`src/rtl/tristate_bus_arbiter.sv`:
```
// Round-robin owner selection for a shared 4-requester tri-state bus.
// Every owner change inserts TURNAROUND all-enables-low cycles, so two
// buffers never drive the bus together. A requester holding the bus while
// others wait is forced off after MAX_HOLD cycles. All outputs are
// registered, so there is no combinational path from req to any output.
module tristate_bus_arbiter #(
    parameter int unsigned MAX_HOLD   = 8,  // 1..255
    parameter int unsigned TURNAROUND = 1   // 1..15
) (
    input  logic       clk,
    input  logic       rst_n,
    input  logic [3:0] req,
    output logic [3:0] gnt,
    output logic [3:0] enable,
    output logic [1:0] owner,
    output logic       bus_busy
);

    typedef enum logic [1:0] {
        IDLE  = 2'd0,
        GRANT = 2'd1,
        TURN  = 2'd2
    } state_t;

    localparam logic [7:0] HOLD_MAX  = 8'(MAX_HOLD);
    localparam logic [3:0] TURN_LOAD = 4'(TURNAROUND);

    state_t     state_q, state_d;
    logic [3:0] gnt_q, gnt_d;
    logic [1:0] owner_q, owner_d;
    logic       busy_q, busy_d;
    logic [7:0] hold_q, hold_d;
    logic [3:0] turn_q, turn_d;

    logic       rr_found;
    logic [1:0] rr_winner;
    logic [1:0] rr_cand;
    logic       owner_released;
    logic       others_pending;
    logic       hold_done;

    // Round-robin search starting one past the current/most recent owner.
    always_comb begin
        rr_found  = 1'b0;
        rr_winner = owner_q;
        rr_cand   = owner_q;
        for (int k = 1; k <= 4; k++) begin
            rr_cand = owner_q + 2'(k);
            if (!rr_found && req[rr_cand]) begin
                rr_found  = 1'b1;
                rr_winner = rr_cand;
            end
        end
    end

    assign owner_released = ~req[owner_q];
    assign others_pending = |(req & ~gnt_q);
    assign hold_done      = (hold_q == HOLD_MAX);

    // Next-state, grant and counter logic for the IDLE/GRANT/TURN machine.
    always_comb begin
        // NOTE: every variable gets its hold value first so no path can infer a latch.
        state_d = state_q;
        gnt_d   = gnt_q;
        owner_d = owner_q;
        hold_d  = hold_q;
        turn_d  = turn_q;

        case (state_q)
            IDLE: begin
                gnt_d = '0;
                if (rr_found) begin
                    state_d = GRANT;
                    gnt_d   = 4'b0001 << rr_winner;
                    owner_d = rr_winner;
                    hold_d  = 8'd1;
                end
            end

            GRANT: begin
                if (owner_released || (hold_done && others_pending)) begin
                    // Drop the bus now; the new owner waits out the turnaround.
                    state_d = TURN;
                    gnt_d   = '0;
                    hold_d  = '0;
                    turn_d  = TURN_LOAD;
                end else if (!hold_done) begin
                    hold_d = hold_q + 8'd1;
                end
            end

            TURN: begin
                gnt_d = '0;
                if (turn_q <= 4'd1) begin
                    // Last quiet cycle: the winner drives from the next cycle.
                    turn_d = '0;
                    if (rr_found) begin
                        state_d = GRANT;
                        gnt_d   = 4'b0001 << rr_winner;
                        owner_d = rr_winner;
                        hold_d  = 8'd1;
                    end else begin
                        state_d = IDLE;
                    end
                end else begin
                    turn_d = turn_q - 4'd1;
                end
            end

            default: begin
                state_d = IDLE;
                gnt_d   = '0;
            end
        endcase

        busy_d = |gnt_d;
    end

    // State and output registers with synchronous active-low reset.
    always_ff @(posedge clk) begin
        // NOTE: sequential state uses non-blocking assignments so all registers update together.
        if (!rst_n) begin
            state_q <= IDLE;
            gnt_q   <= '0;
            owner_q <= 2'd3;  // gives requester 0 first priority after reset
            busy_q  <= 1'b0;
            hold_q  <= '0;
            turn_q  <= '0;
        end else begin
            state_q <= state_d;
            gnt_q   <= gnt_d;
            owner_q <= owner_d;
            busy_q  <= busy_d;
            hold_q  <= hold_d;
            turn_q  <= turn_d;
        end
    end

    assign gnt      = gnt_q;
    assign enable   = gnt_q;
    assign owner    = owner_q;
    assign bus_busy = busy_q;

endmodule

```
`config.mk`:
```
export PLATFORM = sky130hd
export DESIGN_NAME = tristate_bus_arbiter
export DESIGN_NICKNAME = d
export VERILOG_FILES = /design/src/rtl/tristate_bus_arbiter.sv
export SDC_FILE = /design/constraint.sdc
export NUM_CORES = 1
export LEC_CHECK = 0
export BUFFER_PORTS_ARGS = -buffer_cell sky130_fd_sc_hd__buf_2
export CAP_MARGIN = 20
export CORE_MARGIN = 1.5
export CORE_UTILIZATION = 50
export DETAILED_ROUTE_END_ITERATION = 8
export PLACE_DENSITY = 0.75
export SETUP_SLACK_MARGIN = 0.1
export SLEW_MARGIN = 40
export SYNTH_ARGS = -nofsm -noshare
export SYNTH_HDL_FRONTEND = slang
export SYNTH_SLANG_ARGS = --single-unit
```
`constraint.sdc`:
```
create_clock -name clk -period 1.9 [get_ports clk]
set_input_delay 0.38 -clock clk [delete_from_list [all_inputs] [get_ports clk]]
set_output_delay 0.38 -clock clk [all_outputs]
set_load 0.02 [all_outputs]
```
==> summary.md, run 1 <==
| Metric | Value |
|---|---|
| Status | finished clean |
| Grt met1 use | 31.5% |
| Port bufs | 16 |
| Internal | 699 uW |
| Die width | 51.2 um |
| Starting density of the core | 52.9% |
| DR iter-0 viols | 16 |
| Min Tclk post-route | 1.74 ns |
| Hold Slack | 0.370 ns |
| Worst Path Buf+Inv | 1 |
| Yosys cell types | 33 |
| Die ar. | 2620 um^2 |
| RePlAce Congestion | 0.847 |
| Largest net degree at the start of global routing | 16 |
| Place WS | -0.0704 ns |
| Yosys warns | 0 |
| Synthesized area | 1160 um^2 |
| Routed Wire Length | 2.86 mm |
| Slowest CP cell | dfxtp_2 |
| Post-synthesis sequential area ratio | 36.2% |
| GRT Total Usage | 24.5% |
| Post-route ant nets | 0 |
| Comb power frac | 31.8% |
| Post-route clock period utilization | 91.8% |
| Final Instance Count excl. Fillers | 190 |
| Final instance area | 1410 um^2 |
| Max Cap Viol | 0 |
| Worst-path cell chain | inv_2, ha_4, nor4b_4, and3_4, a211oi_4, a21oi_4, mux2i_1, nor2_1 |
| Grt ovf | 0 |
| First-pass GRT wire length | 4.77 mm |
| Clk pin slew, worst setup/hold paths | 0.12 ns |
| Slew @ Worst Pin | 0.375 ns |
| Vias in the first global route | 1079 |
| Row count | 17 |
| GR Util met2 | 39.6% |
| GR peak layer | met2 |
| Max transition margin | 74.9% |
| Hold WC Path Type | in -> reg |
| Setup-failing EPs final | 0 |
| Final #Nets | 173 |
| Peak supply drop | 702 uV |
| GRT met3 Usage | 7.02% |
| Mean Syn Cell Area | 8.34 um^2 |
| Critical path launch point type | flop |
| Hpwl dp | 1.90 mm |
| Slowest stage delay, CP | 0.34 ns |
| DR pass1 iterations | 4 |
| Count of pins over their slew limit | 0 |
| Worst-path fanout max | 4 |
| Area Growth Syn to Fin | 21.5% |
| Skew-Pair Late Insertion Delay | 0.31 ns |
| Setup ws final | 0.156 ns |
| Die Ht | 51.2 um |
| Top cell family by delay on the critical path | simple AND/OR/NAND/NOR gates |
| Num ports | 17 |
| CP Capture Type | flop |
| DRC viols | 0 |
| Psw | 372 uW |
| Post-Synthesis Cells | 139 |
| Switching part of the total power | 34.8% |
| Synth Flop Type | dfxtp_1 |
| Core Util, Final | 64.3% |
| WS Path Type | reg -> reg |
| Clk pwr share | 20.5% |
| Core area | 2190 um^2 |
| Clk root buf | clkbuf_4 |
| Clock skew | 0.00341 ns |
| Area leader, netlist | dfxtp_1 |
| Critical path required time | 2.10 ns |
| Area post-placement | 1270 um^2 |
| Static leakage | 0.582 nW |
| Synth area leaders | dfxtp_1, nor2_1, ha_1, nand2b_1, o21ai_0 |
| Pwr/cell area | 760 nW/um^2 |
| Placed insts | 182 |
| Reg power frac | 47.7% |
| Area share of the leading cell type in the synthesized netlist | 36.2% |
| Clk buf depth | 2 |
| Via Count | 1074 |
| Synth Net Count | 149 |
| Synth top cells by count | dfxtp_1, nor2_1, o21ai_0, a21oi_1 |
| CTS Sinks | 21 |
| Asr flop ratio synth | 0% |
| Most frequent cell after synthesis | dfxtp_1 |
| CTS tree | built |
| Number of buffers created by CTS | 3 |
| EDFF count, synth | 0 |
| Ant. Diodes | 0 |
| Initial antenna violation count | 0 |
| Fraction of layout cells with a size suffix above 1 | 30.2% |
| Max Freq | 0.573 GHz |
| Final Hold Viols | 0 |
| Mean number of vias per cell | 5.65 |
| Drt wl/cell | 15.0 um |
| Unrepaired setup endpoints after global routing | yes |
| H-tree Lvls | 1 |
| Worst EP arrival | 1.94 ns |
| Synth Register Bits | 21 |
==> layout make-up <==
cell class,instances,area (um^2)
Timing Repair Buffer,24,144
Inverter,6,22.5
Clock inverter,1,5.00
Tap cell,28,35.0
Sequential cell,21,428
Multi-Input combinational cell,107,752
Fill cell,203,782
Clock buffer,3,22.5
==> cells by family (layout without fill, tap and decap cells) <==
group,after synthesis,in the layout,synth area share (%)
AO/OA/AOI/OAI,36,36,20.7
flip-flops,21,21,36.2
multiplexers,5,5,4.75
AND/OR/NAND/NOR,57,57,25.3
XOR/XNOR,5,5,3.78
buffers and inverters,11,34,4.85
adder cells (fa/ha/maj),4,4,4.32
==> worst reg2reg max path, delay by kind of cell, from the launching register on <==
kind	cells	cell delay [ns]
adders and majority gates	1	0.13
DFF	1	0.34
AOI/OAI and AO/OA	2	0.33
muxes	1	0.23
buffers and inverters	1	0.09
and+or+nand+nor	3	0.54
==> power groups by stage <==
stage	combinational [mW]	sequential [mW]	clock [mW]
2_1_floorplan	0.188	0.530	0
3_3_place_gp	0.279	0.512	0
3_5_place_dp	0.287	0.516	0
4_1_cts	0.306	0.505	0.224
5_1_grt	0.372	0.516	0.242
6_report	0.341	0.511	0.220
==> sequential cells by signal (all words and copies together), names as in the netlist <==
name and count:
enable 4, bus_busy 1, hold_q 8, owner 2
turn_q 4, state_q 2
==> cell usage in the layout (no fill, tap or decap), types with 2 or more instances in the layout <==
| master | n |
|---|---|
| nand4_1 | 4 |
| nor3b_1 | 2 |
| dfxtp_1 | 15 |
| dfxtp_2 | 6 |
| a21boi_0 | 2 |
| xor2_1 | 5 |
| nor2b_1 | 4 |
| buf_2 | 16 |
| nor2_1 | 17 |
| inv_2 | 4 |
| nand3_1 | 3 |
| nor3_1 | 3 |
| a21boi_1 | 3 |
| nand2_1 | 8 |
| and2_1 | 2 |
| buf_4 | 7 |
| clkbuf_4 | 3 |
| and3_1 | 2 |
| inv_1 | 2 |
| mux2i_1 | 4 |
| ha_1 | 2 |
| a21oi_1 | 9 |
| o21a_1 | 2 |
| nand2b_1 | 8 |
| o21ai_0 | 9 |
| ha_4 | 2 |
==> timing repair <==
action                     in CTS  in global routing
setup endpoints to repair      16                 17
setup buffers                   2                  2
resized for setup              10                 17
hold buffers                    0                  0
pin swaps                       3                  8
==> routing by layer <==
layer | up-vias | part of all wire [%]
met5 | - | 0
met4 | 0 | 1.0
met3 | 4 | 4.4
met2 | 25 | 49
met1 | 514 | 46
li1 | 531 | -
==> final timing paths <==
| kind | start | endpoint | slack (ns) | cells past startpoint |
|---|---|---|---|---|
| max | hold_q[0] | hold_q[1] | 0.16 | 8 |
| min | rst_n | owner[1] | 0.37 | 2 |
| max reg2reg | hold_q[0] | hold_q[1] | 0.16 | 8 |
| min reg2reg | enable[0] | enable[0] | 0.50 | 2 |
==> per-stage QoR <==
stage	TNS, ns	power (mW)
2_1_floorplan	0	0.718
3_3_place_gp	0	0.791
3_5_place_dp	-0.365	0.803
4_1_cts	0	1.04
5_1_grt	0	1.13
6_report	0	1.07
No activity file was read; power rests on OpenSTA's default activity.
==> run 2, diff against run 1 <==
--- a/config.mk
+++ b/config.mk
@@ -5,12 +5,13 @@
 export SDC_FILE = /design/constraint.sdc
 export NUM_CORES = 1
 export LEC_CHECK = 0
+export ABC_AREA = 1
 export BUFFER_PORTS_ARGS = -buffer_cell sky130_fd_sc_hd__buf_2
 export CAP_MARGIN = 20
 export CORE_MARGIN = 1.5
-export CORE_UTILIZATION = 50
+export CORE_UTILIZATION = 52
 export DETAILED_ROUTE_END_ITERATION = 8
-export PLACE_DENSITY = 0.75
+export PLACE_DENSITY = 0.76
 export SETUP_SLACK_MARGIN = 0.1
 export SLEW_MARGIN = 40
 export SYNTH_ARGS = -nofsm -noshare
==> constraint.sdc (replaced) <==
create_clock -name clk -period 1.9 [get_ports clk]
set_input_delay 0.38 -clock clk [delete_from_list [all_inputs] [get_ports clk]]
set_output_delay 0.38 -clock clk [all_outputs]
set_load 0.1 [all_outputs]
==> summary.md, run 2 <==
| Metric | Value |
|---|---|
| Clk pin slew, worst setup/hold paths | 0.11 ns (about the same) |
| Slew @ Worst Pin | 0.513 ns (+0.137 ns) |
| Most frequent cells in the layout | nand2_1, inv_1, nor2_1 |
| Largest net degree at the start of global routing | 16 (unchanged) |
| Clk root buf | clkbuf_4 |
| Min Tclk post-route | 1.75 ns (+0.00404 ns) |
| Placed insts | 267 (+47%) |
| Starting density of the core | 56.9% (+3.9 points) |
| Hpwl dp | 2.33 mm (+23%) |
| Most frequent cell after synthesis | nand2_1 |
| DR iter-0 viols | 65 (+49) |
| Synth Net Count | 237 (+59%) |
| Count of pins over their slew limit | 0 (unchanged) |
| Worst Path Buf+Inv | 3 (+2) |
| Max Freq | 0.572 GHz (-0.23%) |
| Worst-path cell chain | inv_8, nand2_2, nand2_4, nand2_4, nand2_4, nor2_4, nand3_2, a21oi_2, nor2_4, buf_4, buf_4, a21oi_1 |
| Yosys cell types | 31 (-6.1%) |
| Hold buffer count at CTS | 0 (unchanged) |
| Unrepaired setup endpoints after global routing | yes |
| Synthesized area | 1450 um^2 (+25%) |
| RePlAce Congestion | 0.851 (+0.53%) |
| Via Count | 1483 (+38%) |
| Slowest CP cell | dfxtp_4 |
| Post-route ant nets | 0 (unchanged) |
| CTS tree | built |
| Clk buf depth | 2 (unchanged) |
| Status | finished clean |
| Top cell family by delay on the critical path | simple AND/OR/NAND/NOR gates |
| First-pass GRT wire length | 5.42 mm (+13%) |
| CTS Sinks | 21 (unchanged) |
| GRT Total Usage | 21.2% (-3.3 points) |
| Yosys warns | 0 (unchanged) |
| Area Growth Syn to Fin | 24.4% |
| Slowest stage delay, CP | 0.43 ns (+0.09 ns) |
| Number of buffers created by CTS | 3 (unchanged) |
| DR pass1 iterations | 4 (unchanged) |
| Post-Synthesis Cells | 227 (+63%) |
| Skew-Pair Late Insertion Delay | 0.31 ns (about the same) |
| Synth Register Bits | 21 (unchanged) |
| Port bufs | 16 (unchanged) |
| Hold WC Path Type | in -> reg |
| Area post-placement | 1530 um^2 (+20%) |
| Ant. Diodes | 0 (unchanged) |
| Area leader, netlist | dfxtp_1 |
| FF-to-FF path depth | 12 (+4) |
| Mean number of vias per cell | 5.24 (-7.3%) |
| Initial antenna violation count | 0 (unchanged) |
| Die ar. | 3110 um^2 (+19%) |
| DRC viols | 0 (unchanged) |
| Routed Wire Length | 3.37 mm (+18%) |
| Grt ovf | 0 (unchanged) |
| Die Ht | 55.8 um (+9.0%) |
| WS Path Type | reg -> reg |
| Synth top cells by count | nand2_1, inv_1, dfxtp_1, nor2_1, nand3_1 |
| H-tree Lvls | 1 (unchanged) |
| Hold Path Depth | 2 (unchanged) |
| Drt wl/cell | 11.9 um (-21%) |
| Vias in the first global route | 1246 (+15%) |
| Setup TNS | 0 ns (unchanged) |
| Synth area leaders | dfxtp_1, nand2_1, inv_1, nand3_1, nor2_1 |
| Fraction of layout cells with a size suffix above 1 | 36.0% (+5.7 points) |
| Most common cell after layout, fill and taps aside | nand2_1 |
| Worst EP arrival | 1.99 ns (+0.05 ns) |
| Asr flop ratio synth | 0% (unchanged) |
| Num ports | 17 (unchanged) |
| EDFF count, synth | 0 (unchanged) |
| Worst-path fanout max | 10 (+6) |
| Setup-failing EPs final | 0 (unchanged) |
| Final Instance Count excl. Fillers | 283 (+49%) |
| Critical path required time | 2.14 ns (+0.04 ns) |
| Synth Flop Type | dfxtp_1 |
| Row count | 18 (+1) |
| Post-synthesis sequential area ratio | 29.0% (-7.2 points) |
| Die width | 55.8 um (+9.0%) |
| Largest Register | hold_q |
| Critical path launch point type | flop |
| Mean Syn Cell Area | 6.38 um^2 (-24%) |
| Post-route clock period utilization | 92.0% (+0.21 points) |
| Stages on worst setup path | 12 (+4) |
| Core area | 2540 um^2 (+16%) |
| Largest register FFs | 8 (unchanged) |
| Clock skew | 0.00200 ns (-0.00141 ns) |
| Max Cap Viol | 0 (unchanged) |
| Final #Nets | 264 (+53%) |
| Final instance area | 1800 um^2 (+28%) |
| Final Hold Viols | 0 (unchanged) |
| Most frequent CP cell | nand2_4 |
| CP Capture Type | flop |
| Max transition margin | 65.8% (-9.2 points) |
| Area share of the leading cell type in the synthesized netlist | 29.0% (-7.2 points) |
[run 2: final timing paths]
check / slack (ns) / from / to
worst min-delay path: 0.35 / rst_n / owner[0]
worst max-delay path: 0.15 / owner[0] / hold_q[0]
worst max register to register: 0.15 / owner[0] / hold_q[0]
worst min register to register: 0.51 / hold_q[4] / hold_q[4]
[run 2: final cells by class]
type	count	area, um^2
multi-input combinational	169	982
fill	240	744
sequential	21	442
timing repair buffer	30	189
inverter	29	124
tap	30	37.5
clock buffer	4	26.3
[run 2: worst reg2reg max path: stages, from the launching register on]
cell	delay [ns]
dfxtp_4	0.43
inv_8	0.07
nand2_2	0.08
nand2_4	0.06
nand2_4	0.09
nand2_4	0.08
nor2_4	0.14
nand3_2	0.11
a21oi_2	0.20
nor2_4	0.07
buf_4	0.14
buf_4	0.12
a21oi_1	0.10
[run 2: logic make-up after synthesis]
logic type	Yosys count	share of synthesized area (%)
buf+inv	37	12.1
compound gates	30	12.8
xor+xnor	4	2.42
simple gates	131	40.2
flops	21	29.0
fa+ha+maj	4	3.46
[run 2: timing repair]
item                                    4_1_cts  5_1_grt
pin swaps                                     1       24
gates resized for setup                       2       50
buffers inserted                              1       11
cloned                                        0        0
endpoints found under the setup margin        2       15
[run 2: metrics by stage]
| step | utilization [%] | setup slack (ns) | hold slack (ns) |
|---|---|---|---|
| floorplan | - | 0.0970 | 0.462 |
| global placement | 60.1 | 0.0599 | 0.497 |
| detailed placement | 60.1 | 0.0494 | 0.494 |
| CTS | 61.8 | 0.130 | 0.330 |
| global route | 70.7 | 0.0300 | 0.326 |
| finish | 70.7 | 0.152 | 0.345 |
[run 2: per-layer routing]
metal  vias up  GRT usage [%]  wire (um)
met5         -              0          0
met4         0           5.23         42
met3         5           4.19        108
met2        23           34.2       1620
met1       678           29.0       1590
li1        777              -          -
Power of run 2 is left out: the tool's default activity adds up to more than one toggle a clock period on the data nets, which glitch-free logic cannot reach.
==> run 3, diff against run 2 <==
--- a/config.mk
+++ b/config.mk
@@ -5,13 +5,12 @@
 export SDC_FILE = /design/constraint.sdc
 export NUM_CORES = 1
 export LEC_CHECK = 0
-export ABC_AREA = 1
 export BUFFER_PORTS_ARGS = -buffer_cell sky130_fd_sc_hd__buf_2
 export CAP_MARGIN = 20
 export CORE_MARGIN = 1.5
-export CORE_UTILIZATION = 52
+export CORE_UTILIZATION = 50
 export DETAILED_ROUTE_END_ITERATION = 8
-export PLACE_DENSITY = 0.76
+export PLACE_DENSITY = 0.75
 export SETUP_SLACK_MARGIN = 0.1
 export SLEW_MARGIN = 40
 export SYNTH_ARGS = -nofsm -noshare
==> summary.md, run 3 (same netlist as run 1, synthesis figures left out) <==
| Metric | Value |
|---|---|
| Slowest CP cell | dfxtp_2 |
| Worst EP arrival | 2.00 ns (about the same) |
| Multi-input combinational cell area | 759 um^2 (-23%) |
| Max Cap Viol | 0 (unchanged) |
| Die ar. | 2620 um^2 (-16%) |
| Pwr/cell area | 843 nW/um^2 |
| Clk root buf | clkbuf_4 |
| Initial antenna violation count | 0 (unchanged) |
| Num ports | 17 (unchanged) |
| Fraction of layout cells with a size suffix above 1 | 32.9% (-3.0 points) |
| Die width | 51.2 um (-8.2%) |
| Slowest stage delay, CP | 0.37 ns (-0.06 ns) |
| Top cell family by delay on the critical path | compound AO/OA/AOI/OAI gates |
| Unrepaired setup endpoints after global routing | no |
| Clk buf depth | 2 (unchanged) |
| Fillers | 187 (-22%) |
| Reg area | 448 um^2 (+1.4%) |
| Setup ws final | 0.142 ns (-0.0102 ns) |
| Setup TNS | 0 ns (unchanged) |
| Die Ht | 51.2 um (-8.2%) |
| Largest Register | hold_q |
| Via Count | 1050 (-29%) |
| Core Util, Final | 65.3% (-5.5 points) |
| Status | finished clean |
| Count of pins over their slew limit | 0 (unchanged) |
| Peak supply drop | 625 uV |
| Critical path required time | 2.14 ns (about the same) |
| Worst-path cell chain | inv_1, ha_2, nor4b_2, and3_4, a211oi_4, a21oi_4, a21bo_1, a21oi_2 |
| H-tree Lvls | 1 (unchanged) |
| DRC viols | 0 (unchanged) |
| CTS Sinks | 21 (unchanged) |
| Static leakage | 0.570 nW |
| WS Path Type | reg -> reg |
| Largest net degree at the start of global routing | 16 (unchanged) |
| RePlAce Congestion | 0.808 (-5.1%) |
| Min Tclk post-route | 1.76 ns (+0.0102 ns) |
| Clk pin slew, worst setup/hold paths | 0.12 ns (about the same) |
| Hold buffer count at CTS | 0 (unchanged) |
| Core area | 2190 um^2 (-14%) |
| Slew @ Worst Pin | 0.487 ns (-0.0254 ns) |
| Hold WC Path Type | in -> reg |
| DR pass1 iterations | 4 (unchanged) |
| Area Growth Syn to Fin | 23.3% |
| Final Hold Viols | 0 (unchanged) |
| GRT Total Usage | 19.4% (-1.8 points) |
| Final #Nets | 172 (-35%) |
| Starting density of the core | 52.9% (-3.9 points) |
| Hpwl dp | 1.72 mm (-26%) |
| Critical path launch point type | flop |
| Port bufs | 16 (unchanged) |
| Post-route ant nets | 0 (unchanged) |
| Grt ovf | 0 (unchanged) |
| GR Util met2 | 31.2% (-3.0 points) |
| Routed Wire Length | 2.48 mm (-26%) |
| Ant. Diodes | 0 (unchanged) |
| Clock skew | 0.00716 ns (+0.00515 ns) |
| Max Freq | 0.569 GHz (-0.58%) |
| Worst Path Buf+Inv | 1 (-2) |
| Number of buffers created by CTS | 3 (unchanged) |
| Grt met1 use | 25.5% (-3.6 points) |
| First-pass GRT wire length | 3.85 mm (-29%) |
| Mean number of vias per cell | 5.56 (+6.0%) |
| Largest register FFs | 8 (unchanged) |
| Vias in the first global route | 918 (-26%) |
| Worst-path fanout max | 4 (-6) |
| DR iter-0 viols | 17 (-74%) |
| Max transition margin | 67.7% (+2.0 points) |
| Setup-failing EPs final | 0 (unchanged) |
| GRT met3 Usage | 3.51% (-0.68 points) |
| CP Capture Type | flop |
| Place WS | 0.0272 ns (-0.0222 ns) |
| Drt wl/cell | 13.1 um (+10%) |
| Most frequent cells in the layout | nor2_1, buf_2, dfxtp_1 |
| Skew-Pair Late Insertion Delay | 0.30 ns (about the same) |
| CTS tree | built |
| Post-route clock period utilization | 92.5% (+0.54 points) |
| Row count | 17 (-1) |
| GR peak layer | met2 |
[run 3: cell count changes in the layout (fill, tap and decap cells not counted), moves of 4 or more]
cell      change
nor2_4        -4
inv_1        -16
nand2_4       -5
nand2_2      -15
nand2_1      -55
nand2b_1      +8
inv_2         -4
nand3_1      -13
mux2i_1       +4
o21ai_0       +7
buf_4         -6
nor2b_1       +4
[run 3: worst paths after layout]
kind,cells past startpoint,startpoint,slack [ns],endpoint
worst max-delay path,8,hold_q[1],0.14,hold_q[2]
worst min register to register,2,enable[0],0.51,enable[0]
worst max register to register,8,hold_q[1],0.14,hold_q[2]
worst min-delay path,2,rst_n,0.38,owner[1]
[run 3: cell type report]
type	count	share of cell area, %
clock buffer	4	1.84
inverter	6	1.75
multi-input combinational	107	53.1
sequential	21	31.3
tap	28	2.45
timing repair buffer	23	9.54
[run 3: stage by stage]
| step | hold slack, ns | power, mW | cell area [um^2] | instances |
|---|---|---|---|---|
| floorplan | 0.480 | 0.877 | 1180 | 139 |
| CTS | 0.366 | 1.17 | 1330 | 186 |
| global placement | 0.491 | 0.943 | 1290 | 181 |
| global route | 0.393 | 1.27 | 1430 | 189 |
| finish | 0.381 | 1.21 | 1430 | 189 |
| detailed placement | 0.502 | 0.949 | 1290 | 181 |
[run 3: repair_timing]
action,4_1_cts,5_1_grt
setup buffers,1,3
endpoints found under the setup margin,8,17
pin swaps,2,6
gates resized for setup,4,24
gates cloned,0,0
[run 3: power by group]
part / leakage (nW) / switching (mW) / internal (mW)
Sequential: 0.176 / 0.0366 / 0.476
Clock: 0.0150 / 0.132 / 0.0817
Combinational: 0.379 / 0.340 / 0.140
[run 3: metal layers]
layer  up-vias  part of all wire (%)
met2        21                    49
met5         -                     0
met4         0                   1.0
li1        530                     -
met1       497                    47
met3         2                   2.8
